**src/rtl/pass_check_pkg.sv**
```systemverilog
// Shared types and default sizing for the programmable password checker.
// Default widths below match the default parameter set of pass_check_param.
package pass_check_pkg;

    localparam int DEF_CHAR_W      = 8;
    localparam int DEF_MAX_LEN     = 8;
    localparam int DEF_MAX_TRIES   = 3;
    localparam int DEF_LOCK_CYCLES = 16;

    // Address width for an n-entry array, never narrower than one bit.
    function automatic int addr_bits(input int n);
        return (n > 1) ? $clog2(n) : 1;
    endfunction

    localparam int DEF_IDX_W = addr_bits(DEF_MAX_LEN);
    localparam int DEF_LEN_W = $clog2(DEF_MAX_LEN + 1);
    localparam int DEF_CNT_W = $clog2(DEF_MAX_TRIES + 1);

    typedef enum logic [1:0] {
        UNPROG = 2'd0,
        PROG   = 2'd1,
        ENTRY  = 2'd2,
        LOCKED = 2'd3
    } state_t;

endpackage

```
**src/rtl/pass_store.sv**
```systemverilog
// Password character store: MAX_LEN x CHAR_W registers, one synchronous write
// port and one combinational read port. The array is intentionally not reset.
module pass_store
    import pass_check_pkg::*;
#(
    parameter int CHAR_W  = DEF_CHAR_W,
    parameter int MAX_LEN = DEF_MAX_LEN,
    parameter int AW      = addr_bits(MAX_LEN)
) (
    input  logic              clock,
    input  logic              we,
    input  logic [AW-1:0]     waddr,
    input  logic [CHAR_W-1:0] wdata,
    input  logic [AW-1:0]     raddr,
    output logic [CHAR_W-1:0] rdata
);

    logic [CHAR_W-1:0] mem [MAX_LEN];

    always_ff @(posedge clock) begin
        if (we) begin
            mem[waddr] <= wdata;
        end
    end

    assign rdata = mem[raddr];

endmodule

```
**src/rtl/pass_check_param.sv**
```systemverilog
// Programmable password checker with run-time length/content loading.
// Optional consecutive-failure lockout is built when PASS_LOCKOUT_EN is defined.
//
// state  | meaning
// UNPROG | no password stored, characters ignored
// PROG   | receiving password characters into the store
// ENTRY  | comparing entered characters against the stored password
// LOCKED | too many consecutive failures, characters ignored until timeout
module pass_check_param
    import pass_check_pkg::*;
#(
    parameter int CHAR_W      = DEF_CHAR_W,
    parameter int MAX_LEN     = DEF_MAX_LEN,
    parameter int MAX_TRIES   = DEF_MAX_TRIES,
    parameter int LOCK_CYCLES = DEF_LOCK_CYCLES
) (
    input  logic                         clock,
    input  logic                         reset,
    input  logic                         enable,
    input  logic [CHAR_W-1:0]            data_in,
    input  logic                         prog_start,
    input  logic [$clog2(MAX_LEN+1)-1:0] prog_len,
    input  logic                         prog_valid,
    input  logic [CHAR_W-1:0]            prog_data,
    output logic                         prog_err,
    output logic                         programmed,
    output logic                         pass_ok,
    output logic                         pass_fail,
    output logic                         locked
);

    localparam int IDX_W = addr_bits(MAX_LEN);
    localparam int LEN_W = $clog2(MAX_LEN + 1);

    if (MAX_LEN < 1 || MAX_TRIES < 1 || LOCK_CYCLES < 1) begin : g_bad_cfg
        $error("pass_check_param: MAX_LEN, MAX_TRIES and LOCK_CYCLES must be >= 1");
    end

    state_t            state;
    logic [LEN_W-1:0]  len;
    logic [IDX_W-1:0]  idx;
    logic              mismatch;
    logic [CHAR_W-1:0] rdata;
    logic              len_ok;
    logic              last;
    logic              miss;
    logic              we;

`ifdef PASS_LOCKOUT_EN
    localparam int CNT_W = $clog2(MAX_TRIES + 1);
    localparam int TMR_W = $clog2(LOCK_CYCLES + 1);
    logic [CNT_W-1:0] fail_cnt;
    logic [TMR_W-1:0] timer;
`else
    assign locked = 1'b0;
`endif

    assign len_ok = (prog_len != '0) && (prog_len <= LEN_W'(MAX_LEN));
    assign last   = (LEN_W'(idx) == len - LEN_W'(1));
    assign miss   = (data_in != rdata);
    // prog_start takes priority over a coincident programming character
    assign we     = (state == PROG) && prog_valid && !prog_start;

    pass_store #(
        .CHAR_W  (CHAR_W),
        .MAX_LEN (MAX_LEN),
        .AW      (IDX_W)
    ) u_store (
        .clock (clock),
        .we    (we),
        .waddr (idx),
        .wdata (prog_data),
        .raddr (idx),
        .rdata (rdata)
    );

    always_ff @(posedge clock or posedge reset) begin
        if (reset) begin
            state      <= UNPROG;
            len        <= '0;
            idx        <= '0;
            mismatch   <= 1'b0;
            programmed <= 1'b0;
            prog_err   <= 1'b0;
            pass_ok    <= 1'b0;
            pass_fail  <= 1'b0;
`ifdef PASS_LOCKOUT_EN
            fail_cnt   <= '0;
            timer      <= '0;
            locked     <= 1'b0;
`endif
        end else begin
            prog_err  <= 1'b0;
            pass_ok   <= 1'b0;
            pass_fail <= 1'b0;
            case (state)
                UNPROG, PROG: begin
                    if (prog_start) begin
                        if (len_ok) begin
                            len   <= prog_len;
                            idx   <= '0;
                            state <= PROG;
                        end else begin
                            prog_err <= 1'b1;
                        end
                    end else if (state == PROG && prog_valid) begin
                        if (last) begin
                            programmed <= 1'b1;
                            idx        <= '0;
                            state      <= ENTRY;
`ifdef PASS_LOCKOUT_EN
                            fail_cnt   <= '0;
`endif
                        end else begin
                            idx <= idx + IDX_W'(1);
                        end
                    end
                end
                ENTRY: begin
                    if (prog_start) begin
                        // abort the attempt silently; an invalid length keeps the old password
                        idx      <= '0;
                        mismatch <= 1'b0;
                        if (len_ok) begin
                            len        <= prog_len;
                            programmed <= 1'b0;
                            state      <= PROG;
                        end else begin
                            prog_err <= 1'b1;
                        end
                    end else if (enable) begin
                        if (last) begin
                            idx      <= '0;
                            mismatch <= 1'b0;
                            if (mismatch || miss) begin
                                pass_fail <= 1'b1;
`ifdef PASS_LOCKOUT_EN
                                if (fail_cnt == CNT_W'(MAX_TRIES - 1)) begin
                                    fail_cnt <= CNT_W'(MAX_TRIES);
                                    timer    <= TMR_W'(LOCK_CYCLES);
                                    locked   <= 1'b1;
                                    state    <= LOCKED;
                                end else begin
                                    fail_cnt <= fail_cnt + CNT_W'(1);
                                end
`endif
                            end else begin
                                pass_ok <= 1'b1;
`ifdef PASS_LOCKOUT_EN
                                fail_cnt <= '0;
`endif
                            end
                        end else begin
                            idx      <= idx + IDX_W'(1);
                            mismatch <= mismatch | miss;
                        end
                    end
                end
`ifdef PASS_LOCKOUT_EN
                LOCKED: begin
                    if (prog_start && len_ok) begin
                        len        <= prog_len;
                        idx        <= '0;
                        mismatch   <= 1'b0;
                        programmed <= 1'b0;
                        locked     <= 1'b0;
                        fail_cnt   <= '0;
                        state      <= PROG;
                    end else begin
                        // an invalid reprogram request does not pause the lockout
                        prog_err <= prog_start;
                        if (timer == TMR_W'(1)) begin
                            locked   <= 1'b0;
                            fail_cnt <= '0;
                            idx      <= '0;
                            state    <= ENTRY;
                        end else begin
                            timer <= timer - TMR_W'(1);
                        end
                    end
                end
`endif
                default: state <= UNPROG;
            endcase
        end
    end

endmodule

```
**config.mk**
```make
export PLATFORM = sky130hd
export DESIGN_NAME = pass_check_param
export DESIGN_NICKNAME = d
export VERILOG_FILES = /design/src/rtl/pass_check_pkg.sv /design/src/rtl/pass_store.sv /design/src/rtl/pass_check_param.sv
export SDC_FILE = /design/constraint.sdc
export NUM_CORES = 1
export LEC_CHECK = 0
export CAP_MARGIN = 20
export CORE_ASPECT_RATIO = 1.1
export CORE_UTILIZATION = 50
export DETAILED_ROUTE_END_ITERATION = 12
export MAX_ROUTING_LAYER = met4
export PLACE_DENSITY = 0.73
export SLEW_MARGIN = 20
export SYNTH_ARGS = -nofsm -noshare
export SYNTH_HDL_FRONTEND = slang
export SYNTH_SLANG_ARGS = --single-unit
```
**constraint.sdc**
```tcl
create_clock -name clock -period 2.47 [get_ports clock]
set_input_delay 0.6175 -clock clock [delete_from_list [all_inputs] [get_ports clock]]
set_output_delay 0.6175 -clock clock [all_outputs]
set_load 0.1 [all_outputs]
```
==> metrics, run 1 <==
Yosys top cell area share=56.41%; kind of end point of the critical path=register; # Post-CTS Setup Buffers=0; GPL Wtd Cong=around 0.77; Area Growth Syn to Fin=20.01%; cts hold-fix bufs=0; antenna viol nets, final=0; Final Instance Area=4089 µm²; Max Cap Viol=0; first-pass GRT wire length=just over 10 mm; WP data arrival=around 2500 ps; dpl cells=about 350; Post-synth ARST share=about 18%; Max Clock Freq=between 400 and 500 MHz; Max-slew headroom=57.25%; DR vias/cell=5.588; area leader, netlist=edfxtp_1; # rows=31; min Tclk post-route=~2300 ps; vias in the first global route=around 2000; Final period util=92.26%; Least-Margin Pin Slew=between 600 and 700 ps; hold depth=1; max-slew violation count=0; count of cell types in the netlist=43; met3 Usage GRT=between 4 and 5%; HP Class=register to register; Seq. cell area=2272 µm²; CTS tree=done; largest net degree at the start of global routing=18; CTS max path bufs=2; Post-route DRC=0; total number of vias=between 2000 and 2500; Mapped Nets=about 250; largest cells by area after synthesis=edfxtp_1, dfrtp_1, mux2_2; Mapped Cells=between 200 and 250; Avg WL per Cell=17.99 µm; die area=about 7100 µm²; clk_lat worst skew=around 350 ps; Final Skew=9.432 ps; Setup CP Type=register to register; Worst Path Required=around 2700 ps; Num Clock Sinks=78; area of the multi-input gates=about 1100 µm²; H-tree depth=3; CTS buffer count=9; EDFF count, synth=between 60 and 70; clk root buf=clkbuf_8; post-place instance area=just under 4000 µm²; number of warning messages in the yosys log=0; maximum fanout along the worst path=17; Clk pin slew, worst setup/hold paths=80 ps; grt met2 use=between 30% and 40%; worst vdd ir=around 530 µV; CORE AREA=approximately 6600 µm²; IO Count=30; number of nets in the layout=about 300; grt met1 use=roughly a quarter; ANT cells=0; Chip Height=88.58 µm; Setup violations, final=0; global route hottest layer=met2; initial antenna violation count=0; Post-synth top cells=edfxtp_1, dfrtp_1, mux2_2, mux2i_1, nor2_1; r2r worst-path depth=7; Fin. Hold Viols=0; total grt overflow=0; leakage=~1.5 nW; post-cts gate resize count=0; CP Launch Type=register; sum of negative setup slack=0 ps; prevailing post-synth register cell=edfxtp_1; all-layer global routing usage=21.07%; Post-Route WL=between 6 and 7 mm; Avg Cell Area, Syn=about 15 µm²; sequential area share after synthesis=about two thirds; fin cells=approximately 370; port bufs=28; Initial Utilization=approximately 52%; Die W=roughly 81 µm; most frequent cell after synthesis=edfxtp_1; outcome=completed; RSZ-0062 raised after global routing=no; Iteration-0 DRC Markers=about 150; First-pass DRT Iterations=4; Post-DP HPWL=4.575 mm; share of cells above drive strength 1=a little under a quarter; Cell Pwr Density=between 800 and 900 nW/µm²; Filler Cells Inserted=519; Seq cells post-synth=between 70 and 80; Cell Area, Synth=~3400 µm²
path summary, 6_finish.rpt:
path                                          from  slack, ps              endpoint
max in group asynchronous                    reset       1510    idx[2]$_DFFE_PP0P_
min in group asynchronous                    reset        600  state[1]$_DFFE_PP0P_
worst min-delay path            len[2]$_DFFE_PP0P_        560    len[2]$_DFFE_PP0P_
worst min register to register  len[2]$_DFFE_PP0P_        560    len[2]$_DFFE_PP0P_
worst max-delay path            idx[0]$_DFFE_PP0P_        190     pass_ok$_DFF_PP0_
worst max register to register  idx[0]$_DFFE_PP0P_        190     pass_ok$_DFF_PP0_
sequential cells by signal, summed over array words and instances (netlist names):
signal,cells
idx,3
len,4
mismatch,1
pass_fail,1
pass_ok,1
prog_err,1
programmed,1
state,2
u_store.mem,64
per-stage QoR:
step	worst slack [ps]	utilization [%]	power [mW]	hold slack, ps
after floorplan	156.2	-	2.503	494.1
after global placement	158.3	59.49	2.834	523.9
after detailed placement	138.9	59.49	2.852	540.6
after CTS	190.8	62.01	3.671	556.9
after global routing	62.00	62.01	3.839	595.5
final	191.3	62.01	3.652	559.6
metal layers:
layer  wire (µm)  share of wire, %
met1        2907                44
met2        3171                48
met3         353               5.3
met4         207               3.1
met5           0                 0
worst max-delay path, cell delays in order, from the launching register on:
cell     delay, ps
dfrtp_1        600
buf_12         210
mux4_2         510
mux2i_1        280
xnor2_1        160
nor2_1          50
and4_1         200
and4_1         150
kinds of logic after synthesis:
kind of cell / after synthesis / synth area share [%]
muxes: 32 / 11.53
xor gates and xnor gates: 12 / 3.085
and+or+nand+nor: 55 / 8.667
buffers and inverters: 15 / 2.460
DFF: 78 / 66.69
other: 1 / 0.1101
adders and majority gates: 2 / 0.7344
AOI/OAI and AO/OA: 32 / 6.721
cells in the final DEF (no fill, tap or decap), types with 2 or more instances in the layout:
cell type / instances
edfxtp_1: 64
buf_4: 29
clkdlybuf4s50_1: 24
mux2_2: 14
dfrtp_1: 14
mux2i_1: 13
nor2_1: 13
nand2_1: 9
clkbuf_8: 9
nor2b_1: 8
xnor2_1: 7
nor3_1: 6
o21ai_0: 6
nand2b_1: 5
inv_1: 5
xor2_1: 5
nand3_1: 4
mux4_2: 4
o22ai_1: 4
a21oi_1: 4
and3b_1: 3
o211ai_1: 2
a22o_1: 2
a22oi_1: 2
and4_1: 2
a211oi_2: 2
a221oi_1: 2
nand3b_1: 2
a31oi_1: 2
ha_1: 2
clkinv_2: 2
clkinv_4: 2
layout make-up:
class / instances / share of cell area (%)
clock buffers: 10 / 3.121
multi-input cells: 134 / 25.70
inverters: 5 / 0.4590
well taps: 82 / 2.509
flip-flops and latches: 78 / 55.57
clock inverters: 6 / 0.9486
repair buffers: 54 / 11.69
power by group:
part           switching [mW]  total [mW]  internal [mW]
logic                   0.588        1.16          0.577
clock network           0.464       0.825          0.361
registers               0.132        1.66           1.53
(Power assumes the default switching activity.)
==> run 2: changes to the inputs <==
ABC_CLOCK_PERIOD_IN_PS = 2470   (was default)
SLEW_MARGIN = default   (was 20)
==> results of run 2 <==
Same layout as run 1: the final DEF is identical, and so are final timing and power.
==> RTL edit 1 (flow settings as in run 1) <==
Re-encode `state_t` (4 states) as one-hot, 4 bits wide.
--- a/src/rtl/pass_check_pkg.sv
+++ b/src/rtl/pass_check_pkg.sv
@@ -16,11 +16,11 @@
     localparam int DEF_LEN_W = $clog2(DEF_MAX_LEN + 1);
     localparam int DEF_CNT_W = $clog2(DEF_MAX_TRIES + 1);
 
-    typedef enum logic [1:0] {
-        UNPROG = 2'd0,
-        PROG   = 2'd1,
-        ENTRY  = 2'd2,
-        LOCKED = 2'd3
+    typedef enum logic [3:0] {
+        UNPROG = 4'b0001,
+        PROG   = 4'b0010,
+        ENTRY  = 4'b0100,
+        LOCKED = 4'b1000
     } state_t;
 
 endpackage
Formal check against the unedited RTL: same outputs for any inputs over 4 cycles, from zero or initial values and one cycle with reset high; so few cycles prove little.
==> RTL edit 1 against run 1 <==
- first-iteration DRC count fell by 60%
- critical path depth did not move
- sequential cell count rose by 2
- synthesized area rose by 1.2%
- global-route usage fell by 1.1 points
- synthesized cell count fell by 6.2%
- cell area rose by 3.3%
- sequential share of layout area fell by 0.56 points
- highest routed layer unchanged
- sequential power fell by 4%
- worst setup slack got worse by 0.0061 ns
- total power rose by 0.99%
- routed wire length fell by 7.2%
- combinational power fell by 19%
- die area rose by 1.1%
==> RTL edit 1: results (changes against run 1) <==
* Vias in the first global route at 1919 (-4.4%)
* Max Clock Skew at 0.00823 ns (-0.00120 ns)
* DP Area at 3980 µm² (+1.5%)
* Synth Area in Compound Gates at 4.32% (-2.4 points)
* Post-DR vias/cell at 5.52 (-1.2%)
* Endpoint, Worst Hold: mismatch
* Synth area leaders: edfxtp_1 56%, dfrtp_1 11%, mux4_2 7.2%
* Status: finished, final reports clean
* Max FO, Critical Path at 24 (+7)
* Mux contribution to synthesized area at 14.4% (+2.9 points)
* Nets at 298 (-3.6%)
* WHS Path Cells at 2 (+1)
* Crit path DAT at 2.51 ns (about the same)
* Worst Hold Launch: mismatch
* Synth unique cells at 44 (+2.3%)
* First-pass GRT wire length at 9660 µm (-4.5%)
* Detailed Place HPWL at 4400 µm (-3.8%)
* Largest net degree at the start of global routing at 25 (+7)
* Placed insts at 342 (-3.1%)
* R2r endpoint: mismatch
* Post-synth top cells: 64 x edfxtp_1, 17 x mux2i_1, 15 x dfrtp_1, 13 x nor2_1, 11 x mux4_2
* Share of flip-flops with an asynchronous set or reset at 20.0% (+2.1 points)
* Sequential area share after synthesis at 67.4% (+0.71 points)
* GP Congestion at 0.812 (+6.1%)
* Xor-xnor portion of the synthesized cell area at 3.05% (-0.036 points)
==> RTL edit 1: metal layers <==
layer / global-route usage [%] / share of wire, %
met1: 25.4 / 44
met2: 30.1 / 48
met3: 5.82 / 5.5
met4: 8.44 / 2.5
met5: - / 0
==> RTL edit 1: area by class of cell <==
cell class / count / share of cell area (%)
clock buffer: 9 / 2.93
clock inverter: 7 / 2.81
inverter: 4 / 0.355
multi-input combinational: 121 / 25.0
sequential: 80 / 55.0
tap: 82 / 2.43
timing repair buffer: 55 / 11.5
==> RTL edit 1: per-stage QoR <==
| stage | utilization (%) | power (mW) |
|---|---|---|
| 2_1_floorplan | - | 2.35 |
| 3_3_place_gp | 60.0 | 2.57 |
| 3_5_place_dp | 60.0 | 2.58 |
| 4_1_cts | 63.7 | 3.72 |
| 5_1_grt | 63.7 | 3.86 |
| 6_report | 63.7 | 3.69 |
==> RTL edit 1: how the worst max path moves through the flow <==
stage                from  cells past startpoint                end
5_1_grt            idx[1]                      7           mismatch
6_report           idx[0]                      7           mismatch
3_3_place_gp   prog_valid                      5  u_store.mem[5][0]
4_1_cts            idx[1]                      7           mismatch
2_1_floorplan      idx[1]                      4  u_store.mem[0][0]
3_5_place_dp   prog_valid                      5  u_store.mem[4][0]
==> RTL edit 1: where the power goes <==
group / total [mW] / internal [mW] / switching [mW]
logic: 0.941 / 0.489 / 0.453
registers: 1.60 / 1.51 / 0.0882
clock network: 1.15 / 0.673 / 0.474
==> RTL edit 1: cell families after synthesis <==
family,after synthesis
DFF,80
xor gates and xnor gates,12
muxes,35
and+or+nand+nor,47
buffers and inverters,13
other,1
adders and majority gates,2
AOI/OAI and AO/OA,23
==> RTL edit 2 (flow settings as in run 1) <==
Made on the original files. `DEF_CHAR_W`: 8 -> 6.
--- a/src/rtl/pass_check_pkg.sv
+++ b/src/rtl/pass_check_pkg.sv
@@ -2,7 +2,7 @@
 // Default widths below match the default parameter set of pass_check_param.
 package pass_check_pkg;
 
-    localparam int DEF_CHAR_W      = 8;
+    localparam int DEF_CHAR_W      = 6;
     localparam int DEF_MAX_LEN     = 8;
     localparam int DEF_MAX_TRIES   = 3;
     localparam int DEF_LOCK_CYCLES = 16;
Ports: changed (resized data_in and prog_data); port bits go from 30 to 26. No check against the original RTL was run, so the function may have changed too.
==> RTL edit 2 against run 1 <==
- cell area is 17% lower
- clock power is 10% higher
- worst hold slack worse by 0.032 ns
- worst setup slack worse by 0.052 ns
- synthesized area is 19% lower
- sequential cell count is 16 lower
- routed wire length is 23% lower
- largest power group unchanged
- total power is 10% lower
==> RTL edit 2: results (changes against run 1) <==
* Layout cells sized above 1 at 22.9% (-0.43 points)
* Grt met1 use at 20.9% (-4.4 points)
* Share of flip-flops with an asynchronous set or reset at 22.6% (+4.6 points)
* Post-Syn Nets at 208 (-18%)
* Reg2Reg Depth at 6 (-1)
* Metal1 wirelength at 1990 µm (-32%)
* Period utilization at 94.3% (+2.1 points)
* Drt total wl at 5130 µm (-23%)
* Max reg flops at 48 (-25%)
* WHS Path Cells at 2 (+1)
* Pre-CTS setup slack at -0.0788 ns (-0.218 ns)
* GP Congestion at 0.858 (+12%)
* Synth unique cells at 41 (-4.7%)
* Status: finished, final reports clean
* Post-synth EDFFs at 48 (-25%)
* Slew @ Worst Pin at 0.527 ns (-0.115 ns)
* R2R Setup Slk at 0.14 ns (-0.05 ns)
* Fillers at 404 (-22%)
* Grt met2 use at 36.9% (+3.7 points)
* R2R Path Start: idx[2]
* Largest net degree at the start of global routing at 15 (-3)
* Nets at 258 (-17%)
* Clock network latency to the later pin of the worst-skew pair at 0.33 ns (-0.02 ns)
* Synth area leaders: edfxtp_1 52%, dfrtp_1 13%, mux2i_1 5.8%
* Endpoint, Worst Hold: len[3]
* Final std cells w/o fill at 315 (-15%)
* Gr usage total at 21.0% (-0.068 points)
* M3 GR Usage at 6.02% (+1.3 points)
* Hold slack at 0.527 ns (-0.0324 ns)
* Biggest regs: u_store.mem x48, len x4, idx x3
* Vias in the first global route at 1834 (-8.6%)
* Post-synth top cells: 48 x edfxtp_1, 16 x mux2i_1, 14 x dfrtp_1, 12 x mux2_2, 10 x nor2_1
* VDD IR max at 0.498 mV (-6.4%)
* Die W at 73.0 µm (-9.5%)
* Met2 WL at 2820 µm (-11%)
* Clock transition at path regs at 0.06 ns (-0.02 ns)
* Syn Inst Count at 185 (-19%)
* Worst Hold Launch: len[3]
* Vias at 1720 (-17%)
## RTL edit 2: cell types whose count changed after synthesis, moves of 3 or more
| cell | before | now |
|---|---|---|
| nor2b_1 | 8 | 4 |
| edfxtp_1 | 64 | 48 |
| o21bai_1 | 0 | 3 |
| nor3_1 | 6 | 3 |
| xor2_1 | 5 | 1 |
| a22o_1 | 2 | 5 |
| mux2i_1 | 13 | 16 |
| nor2_1 | 13 | 10 |
| nand3_1 | 4 | 0 |
| nand2_1 | 9 | 6 |
## RTL edit 2: area by class of cell
class,instances,area [µm²],area share [%]
Clock inverter,6,76.3,2.24
Sequential cell,62,1790,52.6
Tap cell,75,93.8,2.76
Clock buffer,10,128,3.75
Timing Repair Buffer,46,395,11.6
Inverter,7,26.3,0.772
Multi-Input combinational cell,109,892,26.2
## RTL edit 2: logic make-up (layout without fill, tap and decap cells)
kind of cell,after synthesis,after routing,synth area share (%)
other cells,1,1,0.135
buf+inv,14,69,3.25
mux,31,31,12.7
xor+xnor,10,10,3.16
flops,62,62,64.6
compound gates,30,30,8.71
simple gates,35,35,6.59
fa+ha+maj,2,2,0.902
## RTL edit 2: worst max-delay path: stages (launching register included)
cell	delay, ns
dfrtp_1	0.62
nor2b_1	0.18
a22o_1	0.25
or3_1	0.32
a2111oi_2	0.45
and4_1	0.29
and3_1	0.16
## RTL edit 2: power by group through the flow
stage | combinational (mW) | sequential (mW) | clock (mW)
after floorplan | 0.774 | 1.38 | 0
after global placement | 0.981 | 1.36 | 0
after detailed placement | 1.03 | 1.36 | 0
after CTS | 1.03 | 1.34 | 0.930
after global routing | 1.11 | 1.36 | 0.979
final | 1.02 | 1.34 | 0.908
